[src/rtl/ws2812_pkg.sv]
// Shared types and default timing for the WS2812/SK6812 pixel serializer.
// Default timing constants are clock counts at 200 MHz.
package ws2812_pkg;

   typedef enum logic [1:0] {
      ST_IDLE,
      ST_SHIFT,
      ST_LATCH
   } state_t;

   localparam int unsigned T0H_DEF    = 70;
   localparam int unsigned T1H_DEF    = 140;
   localparam int unsigned PERIOD_DEF = 250;
   localparam int unsigned LATCH_DEF  = 56000;

endpackage

[src/rtl/ws2812_bit_gen.sv]
// One NRZ bit code: counts 0..period-1, line high while count < th.
// A start on the bit_end cycle chains the next bit with no gap.
module ws2812_bit_gen #(
   parameter int CNT_W = 16
) (
   input  logic             clk_in,
   input  logic             rst_n_in,
   input  logic             start_i,
   input  logic [CNT_W-1:0] th_i,
   input  logic [CNT_W-1:0] period_i,
   output logic             data_o,
   output logic             bit_end_o
);
   import ws2812_pkg::*;

   logic [CNT_W-1:0] cnt_q;
   logic [CNT_W-1:0] th_q;
   logic [CNT_W-1:0] per_q;
   logic             run_q;
   logic             data_q;

   assign bit_end_o = run_q && (cnt_q == per_q - 1'b1);
   assign data_o    = data_q;

   always_ff @(posedge clk_in or negedge rst_n_in) begin
      if (!rst_n_in) begin
         cnt_q  <= '0;
         th_q   <= '0;
         per_q  <= '0;
         run_q  <= 1'b0;
         data_q <= 1'b0;
      end else if (start_i) begin
         cnt_q  <= '0;
         th_q   <= th_i;
         per_q  <= period_i;
         run_q  <= 1'b1;
         data_q <= (th_i != '0);
      end else if (run_q) begin
         if (bit_end_o) begin
            cnt_q  <= '0;
            run_q  <= 1'b0;
            data_q <= 1'b0;
         end else begin
            cnt_q  <= cnt_q + 1'b1;
            data_q <= ((cnt_q + 1'b1) < th_q);
         end
      end
   end

endmodule

[src/rtl/ws2812_pixel_out.sv]
// WS2812/SK6812 pixel serializer: one-entry holding register, MSB-first
// shift register, gapless pixel chaining and frame latch generation.
module ws2812_pixel_out
   import ws2812_pkg::*;
#(
   parameter int BITS_PER_PIXEL = 24,
   parameter int CNT_W          = 16,
   parameter int LATCH_W        = 16
) (
   input  logic                      clk_in,
   input  logic                      rst_n_in,
   input  logic [CNT_W-1:0]          t0h_in,
   input  logic [CNT_W-1:0]          t1h_in,
   input  logic [CNT_W-1:0]          period_in,
   input  logic [LATCH_W-1:0]        latch_in,
   input  logic                      pix_valid_in,
   input  logic [BITS_PER_PIXEL-1:0] pix_data_in,
   input  logic                      pix_last_in,
   output logic                      pix_ready_out,
   output logic                      busy_out,
   output logic                      frame_done_out,
   output logic                      underrun_out,
   output logic                      ws2812_data_out
);

   localparam int MSB   = BITS_PER_PIXEL - 1;
   localparam int IDX_W = $clog2(BITS_PER_PIXEL);
   localparam logic [IDX_W-1:0] IDX_LAST = IDX_W'(MSB);

   state_t             state_q;
   logic [MSB:0]       hold_q;
   logic               hold_last_q;
   logic               hold_valid_q;
   logic               hold_valid_d;
   logic               ready_q;
   logic [MSB:0]       shreg_q;
   logic               last_q;
   logic [IDX_W-1:0]   bit_idx_q;
   logic [CNT_W-1:0]   t0_q;
   logic [CNT_W-1:0]   t1_q;
   logic [CNT_W-1:0]   per_q;
   logic [LATCH_W-1:0] lat_cnt_q;
   logic               start_q;
   logic               fd_q;
   logic               ur_q;

   logic [CNT_W-1:0]   per_raw;
   logic [CNT_W-1:0]   t0_raw;
   logic [CNT_W-1:0]   t1_raw;
   logic [LATCH_W-1:0] lat_raw;
   logic               accept;
   logic               pix_end;
   logic               adv;
   logic               reload;
   logic               lat_done;
   logic               load;
   logic               bg_start;
   logic               bg_end;
   logic               bg_data;
   logic [CNT_W-1:0]   bg_th;
   logic [CNT_W-1:0]   bg_per;

   // Clamp so every bit has at least one low clock.
   assign per_raw = (period_in < CNT_W'(2)) ? CNT_W'(2) : period_in;
   assign t0_raw  = (t0h_in >= per_raw) ? per_raw - 1'b1 : t0h_in;
   assign t1_raw  = (t1h_in >= per_raw) ? per_raw - 1'b1 : t1h_in;
   assign lat_raw = (latch_in == '0) ? LATCH_W'(1) : latch_in;

   assign accept   = pix_valid_in && ready_q;
   assign pix_end  = (state_q == ST_SHIFT) && bg_end
                   && (bit_idx_q == IDX_LAST);
   assign adv      = (state_q == ST_SHIFT) && bg_end
                   && (bit_idx_q != IDX_LAST);
   assign reload   = pix_end && !last_q && hold_valid_q;
   assign lat_done = (state_q == ST_LATCH) && (lat_cnt_q == '0);
   assign load     = reload || (hold_valid_q
                   && ((state_q == ST_IDLE) || lat_done));
   assign bg_start = start_q || adv || reload;

   always_comb begin
      bg_per = per_q;
      bg_th  = shreg_q[MSB] ? t1_q : t0_q;
      unique case (1'b1)
         reload: begin
            bg_per = per_raw;
            bg_th  = hold_q[MSB] ? t1_raw : t0_raw;
         end
         adv: begin
            bg_th = shreg_q[MSB-1] ? t1_q : t0_q;
         end
         default: begin
            bg_th = shreg_q[MSB] ? t1_q : t0_q;
         end
      endcase
   end

   always_comb begin
      hold_valid_d = hold_valid_q;
      if (load) begin
         hold_valid_d = 1'b0;
      end
      if (accept) begin
         hold_valid_d = 1'b1;
      end
   end

   always_ff @(posedge clk_in or negedge rst_n_in) begin
      if (!rst_n_in) begin
         hold_q       <= '0;
         hold_last_q  <= 1'b0;
         hold_valid_q <= 1'b0;
         ready_q      <= 1'b1;
      end else begin
         hold_valid_q <= hold_valid_d;
         ready_q      <= !hold_valid_d;
         if (accept) begin
            hold_q      <= pix_data_in;
            hold_last_q <= pix_last_in;
         end
      end
   end

   always_ff @(posedge clk_in or negedge rst_n_in) begin
      if (!rst_n_in) begin
         state_q   <= ST_IDLE;
         shreg_q   <= '0;
         last_q    <= 1'b0;
         bit_idx_q <= '0;
         t0_q      <= '0;
         t1_q      <= '0;
         per_q     <= '0;
         lat_cnt_q <= '0;
         start_q   <= 1'b0;
         fd_q      <= 1'b0;
         ur_q      <= 1'b0;
      end else begin
         start_q <= 1'b0;
         fd_q    <= 1'b0;
         ur_q    <= 1'b0;
         if (load) begin
            shreg_q   <= hold_q;
            last_q    <= hold_last_q;
            bit_idx_q <= '0;
            t0_q      <= t0_raw;
            t1_q      <= t1_raw;
            per_q     <= per_raw;
         end else if (adv) begin
            shreg_q   <= shreg_q << 1;
            bit_idx_q <= bit_idx_q + 1'b1;
         end
         unique case (state_q)
            ST_IDLE: begin
               if (load) begin
                  state_q <= ST_SHIFT;
                  start_q <= 1'b1;
               end
            end
            ST_SHIFT: begin
               if (pix_end && !reload) begin
                  if (last_q) begin
                     state_q   <= ST_LATCH;
                     lat_cnt_q <= lat_raw - 1'b1;
                  end else begin
                     state_q <= ST_IDLE;
                     ur_q    <= 1'b1;
                  end
               end
            end
            ST_LATCH: begin
               if (lat_done) begin
                  fd_q    <= 1'b1;
                  start_q <= load;
                  state_q <= load ? ST_SHIFT : ST_IDLE;
               end else begin
                  lat_cnt_q <= lat_cnt_q - 1'b1;
               end
            end
            default: begin
               state_q <= ST_IDLE;
            end
         endcase
      end
   end

   ws2812_bit_gen #(
      .CNT_W(CNT_W)
   ) u_bit_gen (
      .clk_in   (clk_in),
      .rst_n_in (rst_n_in),
      .start_i  (bg_start),
      .th_i     (bg_th),
      .period_i (bg_per),
      .data_o   (bg_data),
      .bit_end_o(bg_end)
   );

   assign pix_ready_out   = ready_q;
   assign busy_out        = (state_q != ST_IDLE) || hold_valid_q;
   assign frame_done_out  = fd_q;
   assign underrun_out    = ur_q;
   assign ws2812_data_out = bg_data;

endmodule
[config.mk]
export PLATFORM = sky130hd
export DESIGN_NAME = ws2812_pixel_out
export DESIGN_NICKNAME = d
export VERILOG_FILES = /design/src/rtl/ws2812_pkg.sv /design/src/rtl/ws2812_bit_gen.sv /design/src/rtl/ws2812_pixel_out.sv
export SDC_FILE = /design/constraint.sdc
export NUM_CORES = 1
export LEC_CHECK = 0
export CORE_UTILIZATION = 52
export DETAILED_ROUTE_END_ITERATION = 8
export PLACE_DENSITY = 0.73
export SKIP_LAST_GASP = 1
export SYNTH_ARGS = -nofsm -noshare
export SYNTH_HDL_FRONTEND = slang
export SYNTH_SLANG_ARGS = --single-unit
[constraint.sdc]
create_clock -name clk_in -period 4.05 [get_ports clk_in]
set_input_delay 0.81 -clock clk_in [delete_from_list [all_inputs] [get_ports clk_in]]
set_output_delay 0.81 -clock clk_in [all_outputs]
set_load 0.1 [all_outputs]
Word-level counts from Yosys, hierarchy flattened:

Index checks and enable logic that the tools add are counted.

* register bits after elaboration: 176
* bits of input ports: 92
* output and inout port bits: 5
* logic and storage cells: 110

* add/subtract/negate cells: 6
* order comparisons: 4
* eq/ne operators: 10
* muxes and demuxes: 42
* reductions and logical operators: 28

Operator list (number)
* 16-bit 2-to-1 mux: 14
* 16-bit case mux with 2 select lines: 2
* 16-bit by 1-bit subtractor with 16-bit output, second input constant: 4
* 24-bit 2-to-1 mux: 2
* 16-bit greater-or-equal comparator: 2
* 16-bit zero test: 2
* 16-bit by 1-bit adder with 16-bit output, second input constant: 1
* 16-bit equality test: 1
* 16-bit less-than comparator: 1
* 16-bit by 2-bit less-than comparator with 1-bit output, second input constant: 1
* 1-bit 2-to-1 mux: 16
* 16-bit nonzero test: 1
* 1-bit logical AND: 10
* 5-bit 2-to-1 mux: 2
* 2-bit 2-to-1 mux: 4
* 2-bit != test, second input constant: 4
* 2-bit nonzero test: 4
* 2-bit case mux with 3 select lines: 1
* 5-bit by 1-bit adder with 5-bit output, second input constant: 1
* 5-bit equality test, second input constant: 1
* 1-bit logical OR: 5
* 5-bit != test, second input constant: 1
* 4-bit AND reduction: 1
* 1-bit zero test: 3
* 6 further kinds: 6

Logic depth before layout (Yosys ltp):

* depth after elaboration: 11
* mapped depth: 17
* gate-level depth less buffers: 17

Modules after synthesis:

A second synthesis with hierarchy kept.

* cell total of the unflattened synthesis: 1118
* area, all modules: 10562.6 um^2

Modules (own cells, without submodules)
* ws2812_pixel_out: times used 1, cells each 788, area each 7398.3 um^2
* ws2812_bit_gen: times used 1, cells each 330, area each 3164.3 um^2

Least setup slack after synthesis:

No wires, ideal clock.

* path kind: input-to-reg
* from: in period_in[12]
* to: reg u_bit_gen.data_q, in the netlist u_bit_gen.data_o
* setup time: 0.143 ns
* data arrival time: 4.651 ns
* data required time: 3.907 ns
* slack: -0.744 ns
* stages: 17
* buffers on the path: 1
* path through: nor4_1 and4_1 nand2_1 o21ai_1 inv_1 ha_1 nand2b_1 a211oi_1 o21ai_0 a211oi_2 clkbuf_1 mux2i_1 nor2_1 o21ai_0 nand4_1 nor4_1 a31oi_1

* cells in the longest elaborated chain, start to end: 8
* elaborated cells on any way between the ends: 11
* classes of those cells: add/sub (1); order compare (3); mux (6); reduce/logical (1)

RTL lines
* start: declaration: line ws2812_pixel_out.sv:14 `input logic [CNT_W-1:0] period_in,`
* 16-bit by 2-bit less-than comparator with 1-bit output (*): line ws2812_pixel_out.sv:64 `assign per_raw = (period_in < CNT_W'(2)) ? CNT_W'(2) : period_in;`
* 16-bit 2-to-1 mux (*): line ws2812_pixel_out.sv:64
* named net per_raw[0]: line ws2812_pixel_out.sv:47 `logic [CNT_W-1:0] per_raw;`
* 16-bit by 1-bit subtractor with 16-bit output (tied with other cells): line ws2812_pixel_out.sv:65, ws2812_pixel_out.sv:66
* 16-bit 2-to-1 mux, on equally long branches: line ws2812_pixel_out.sv:65, ws2812_pixel_out.sv:66
* 16-bit 2-to-1 mux (*): line ws2812_pixel_out.sv:86 `bg_th = hold_q[MSB] ? t1_raw : t0_raw;`
* 16-bit case mux with 2 select lines (*): line ws2812_pixel_out.sv:83 `unique case (1'b1)`
* 16-bit nonzero test (*): line ws2812_bit_gen.sv:37 `data_q <= (th_i != '0);`
* 1-bit 2-to-1 mux (*): line ws2812_bit_gen.sv:32 `end else if (start_i) begin`
* end signal: assignment: line ws2812_bit_gen.sv:37
* end signal: assignment: line ws2812_bit_gen.sv:45 `data_q <= ((cnt_q + 1'b1) < th_q);`
* end: declaration: line ws2812_bit_gen.sv:20 `logic data_q;`

Mark *: on every way through the listed nets, which the timed path passes. The rest lies on a longest branch.
A chain may end at the register's enable or synchronous reset.

Final worst setup path:

* from: in period_in[10]
* to: reg u_bit_gen.data_q, in the netlist u_bit_gen.data_o

Same word-level chain as after synthesis.

==> results.ini <==
[clock_network]
cts-hold-fix-buffers=0
htreeDepth=4
cts_inserted_buffers=17
numClockSinks=176
cts_tree=done
cts.clk_slew.worst_paths_ns=0.07
cts.path.max_buffers=2
clk-insertion-delay-late_ns=0.44
cts_root_buf=clkbuf_16

[drt]
wl_met3_um=1430
drt-met1-wl_um=12900
drtPass1Iterations=5
drc=0
via_per_inst=5.78
dr_wl_met2_um=13000
drt_iter0_drc=839
vias=9424
top_layer=met4
routed_wirelength_um=28000
drtAntennaViolNets=0
avgRoutedWirePerCell_um=17.2

[place]
io_buffers=96
gp_congestion=0.928
dp_hpwl_um=20100
place_area_um2=12500
dp.cells=1571

[sta]
maxSlewHeadroom_pct=25.3
setup_viol=0
tightest_slew_ns=1.12
rsz0062_at_grt=yes
holdWs_ns=0.446
timing.final.hold_violations=0
slew_violations=0
finalCritPeriodShare_pct=99.9
timing.fmax_mhz=247
finClkSkew_ns=0.0102
min_period_ns=4.05

[setup_path]
end_kind=register
cp.required_ns=4.36
cp-start-kind=input port
crit_fanout=6
startpoint=period_in[10]
arrival_ns=4.35
critPathKind=in2reg
r2r_start=u_bit_gen.per_q[1]

[grt]
grt_max_degree=95
grt.total_usage_pct=28.1
gr-total-overflow=0
grt_pass1_wl_um=45100
grt_pass1_vias=9017
grt_antenna_before_repair=0

[floorplan]
fp.coreArea_um2=19600
row_count=51
initial_utilization_pct=53.5
die-area_um2=20700
pin_count=97
die_h_um=144
die_w_um=144

[cells_and_area]
design_area_um2=13400
syn2layout_area_growth_pct=28.4
final_nets=1496
layout.cells.non_filler=1630
drive_gt1_share_pct=18.5
fin_util_pct=68.7
antennaDiodeCount=0

[synthesis]
synth.avg_cell_area_um2=9.01
ys.flop_type=dfrtp_1
syn_nets=1307
synth_warnings=0
netlist_area_um2=10500
synth_edf_count=0
yosysSeqAreaShare_pct=42.1
ys_async_sr_fraction_pct=100
ys_seq_elements=176
synth_cells=1163
ys_types=64

[job]
cap_violations=0

[pwr]
power_density_nw_per_um2=372
ir_worst_vdd_mv=0.322
p_leak_nw=6.13

[run_status]
status=finished clean

[hold_path]
min_path_type=in2async

[sequential cells by signal, indices dropped and copies added (netlist names)]
signal            cells
bit_idx_q             5
frame_done_out        1
hold_last_q           1
hold_q               24
hold_valid_q          1
last_q                1
lat_cnt_q            16
per_q                16
pix_ready_out         1
shreg_q              24
start_q               1
state_q               2
t0_q                 16
t1_q                 16
u_bit_gen.cnt_q      16
u_bit_gen.data_o      1
u_bit_gen.per_q      16
u_bit_gen.run_q       1
u_bit_gen.th_q       16
underrun_out          1
[power breakdown]
group          switching, mW  leakage, nW  internal, mW
clock                  0.762        0.299         0.967
sequential             0.168         2.15          1.96
combinational          0.556         3.69         0.595
[kinds of logic (layout without fill, tap and decap cells)]
group / after synthesis / after routing / share of synthesized area [%]
flip-flops: 176 / 176 / 42.1
AO/OA/AOI/OAI: 282 / 282 / 17.3
buffers and inverters: 106 / 308 / 4.00
adder cells (fa/ha/maj): 52 / 52 / 6.21
XOR/XNOR: 49 / 49 / 4.10
multiplexers: 74 / 74 / 7.44
AND/OR/NAND/NOR: 424 / 424 / 18.9
[critical path: stages]
cell,delay (ns)
buf_6,0.10
nor4_4,0.30
and4_1,0.26
nand2_1,0.07
o21ai_2,0.19
inv_2,0.09
ha_4,0.23
nand2b_4,0.13
a211oi_2,0.23
o21ai_2,0.11
a211oi_4,0.36
buf_2,0.26
nor2_1,0.08
a21oi_1,0.21
a211oi_1,0.13
a221oi_2,0.28
nand4_1,0.13
nor4_1,0.28
a31oi_1,0.10
[layout make-up]
type | instances | area, um^2
Clock buffer | 19 | 453
Inverter | 49 | 184
Timing Repair Buffer | 227 | 2000
Clock inverter | 13 | 169
Fill cell | 1554 | 6140
Tap cell | 265 | 332
Sequential cell | 176 | 4410
Multi-Input combinational cell | 881 | 5900
[per-layer routing]
| metal | global-route usage (%) | vias to the layer above |
|---|---|---|
| met5 | 0 | - |
| met4 | 10.6 | 0 |
| met3 | 4.50 | 53 |
| met2 | 44.9 | 297 |
| met1 | 38.2 | 4527 |
| li1 | - | 4547 |
[repair_timing]
| item | 4_1_cts | 5_1_grt |
|---|---|---|
| cloned | 1 | 0 |
| gates resized for setup | 19 | 50 |
| buffers inserted | 16 | 10 |
| pin swaps | 12 | 21 |
| endpoints found under the setup margin | 13 | 21 |
[metrics by stage]
| stage | total power [mW] | setup TNS [ns] | setup WS (ns) |
|---|---|---|---|
| after detailed placement | 3.23 | -10.13 | -0.850 |
| after global routing | 5.25 | -0.293 | -0.181 |
| after floorplan | 2.81 | -0.118 | -0.118 |
| after CTS | 4.98 | 0 | 0.00130 |
| after global placement | 3.19 | -6.43 | -0.730 |
| final | 5.01 | 0 | 0.00439 |
[placed cells by master (no fill, tap or decap), types with 5 or more instances in the layout]
cell	synthesis	layout
a211oi_1	8	7
a21o_1	6	5
a21oi_1	79	76
a221oi_1	12	8
a22o_1	19	19
a22oi_1	26	25
a31oi_1	7	7
a41oi_1	5	5
and2_1	6	6
and3_1	6	5
and4_1	5	5
buf_12	0	5
buf_4	0	122
buf_6	1	6
clkbuf_16	0	17
clkdlybuf4s50_1	0	83
dfrtp_1	175	175
ha_1	52	50
inv_1	49	47
mux2_2	31	30
mux2i_1	43	35
mux2i_2	0	7
nand2_1	138	137
nand2b_1	12	11
nand3_1	21	21
nand4_1	14	14
nor2_1	131	128
nor2b_1	6	6
nor3_1	41	39
nor4_1	14	11
o211ai_1	5	5
o21a_1	11	11
o21ai_0	71	65
o31ai_1	7	7
or2_2	5	5
or3_1	9	9
xnor2_1	34	34
xor2_1	15	15
[worst paths after layout]
path	end	slack, ns	cells past startpoint
max	u_bit_gen.data_o	0.004	19
min	shreg_q[3]	0.45	1
max reg2reg	u_bit_gen.th_q[7]	0.04	12
min reg2reg	shreg_q[18]	0.46	2
max in group asynchronous	u_bit_gen.th_q[13]	2.66	2
min in group clk_in	shreg_q[18]	0.46	2
[synth_stat cells, types with 31 or more instances]
master    count  share of area (%)
inv_1        49                1.8
mux2_2       31                3.3
dfrtp_1     175                 42
clkbuf_1     43                1.5
o21ai_0      71                3.4
nand2_1     138                4.9
xnor2_1      34                2.8
nor3_1       41                2.0
ha_1         52                6.2
nor2_1      131                4.7
a21oi_1      79                3.8
mux2i_1      43                4.1
Note: power is estimated with default switching activity, not from simulation.
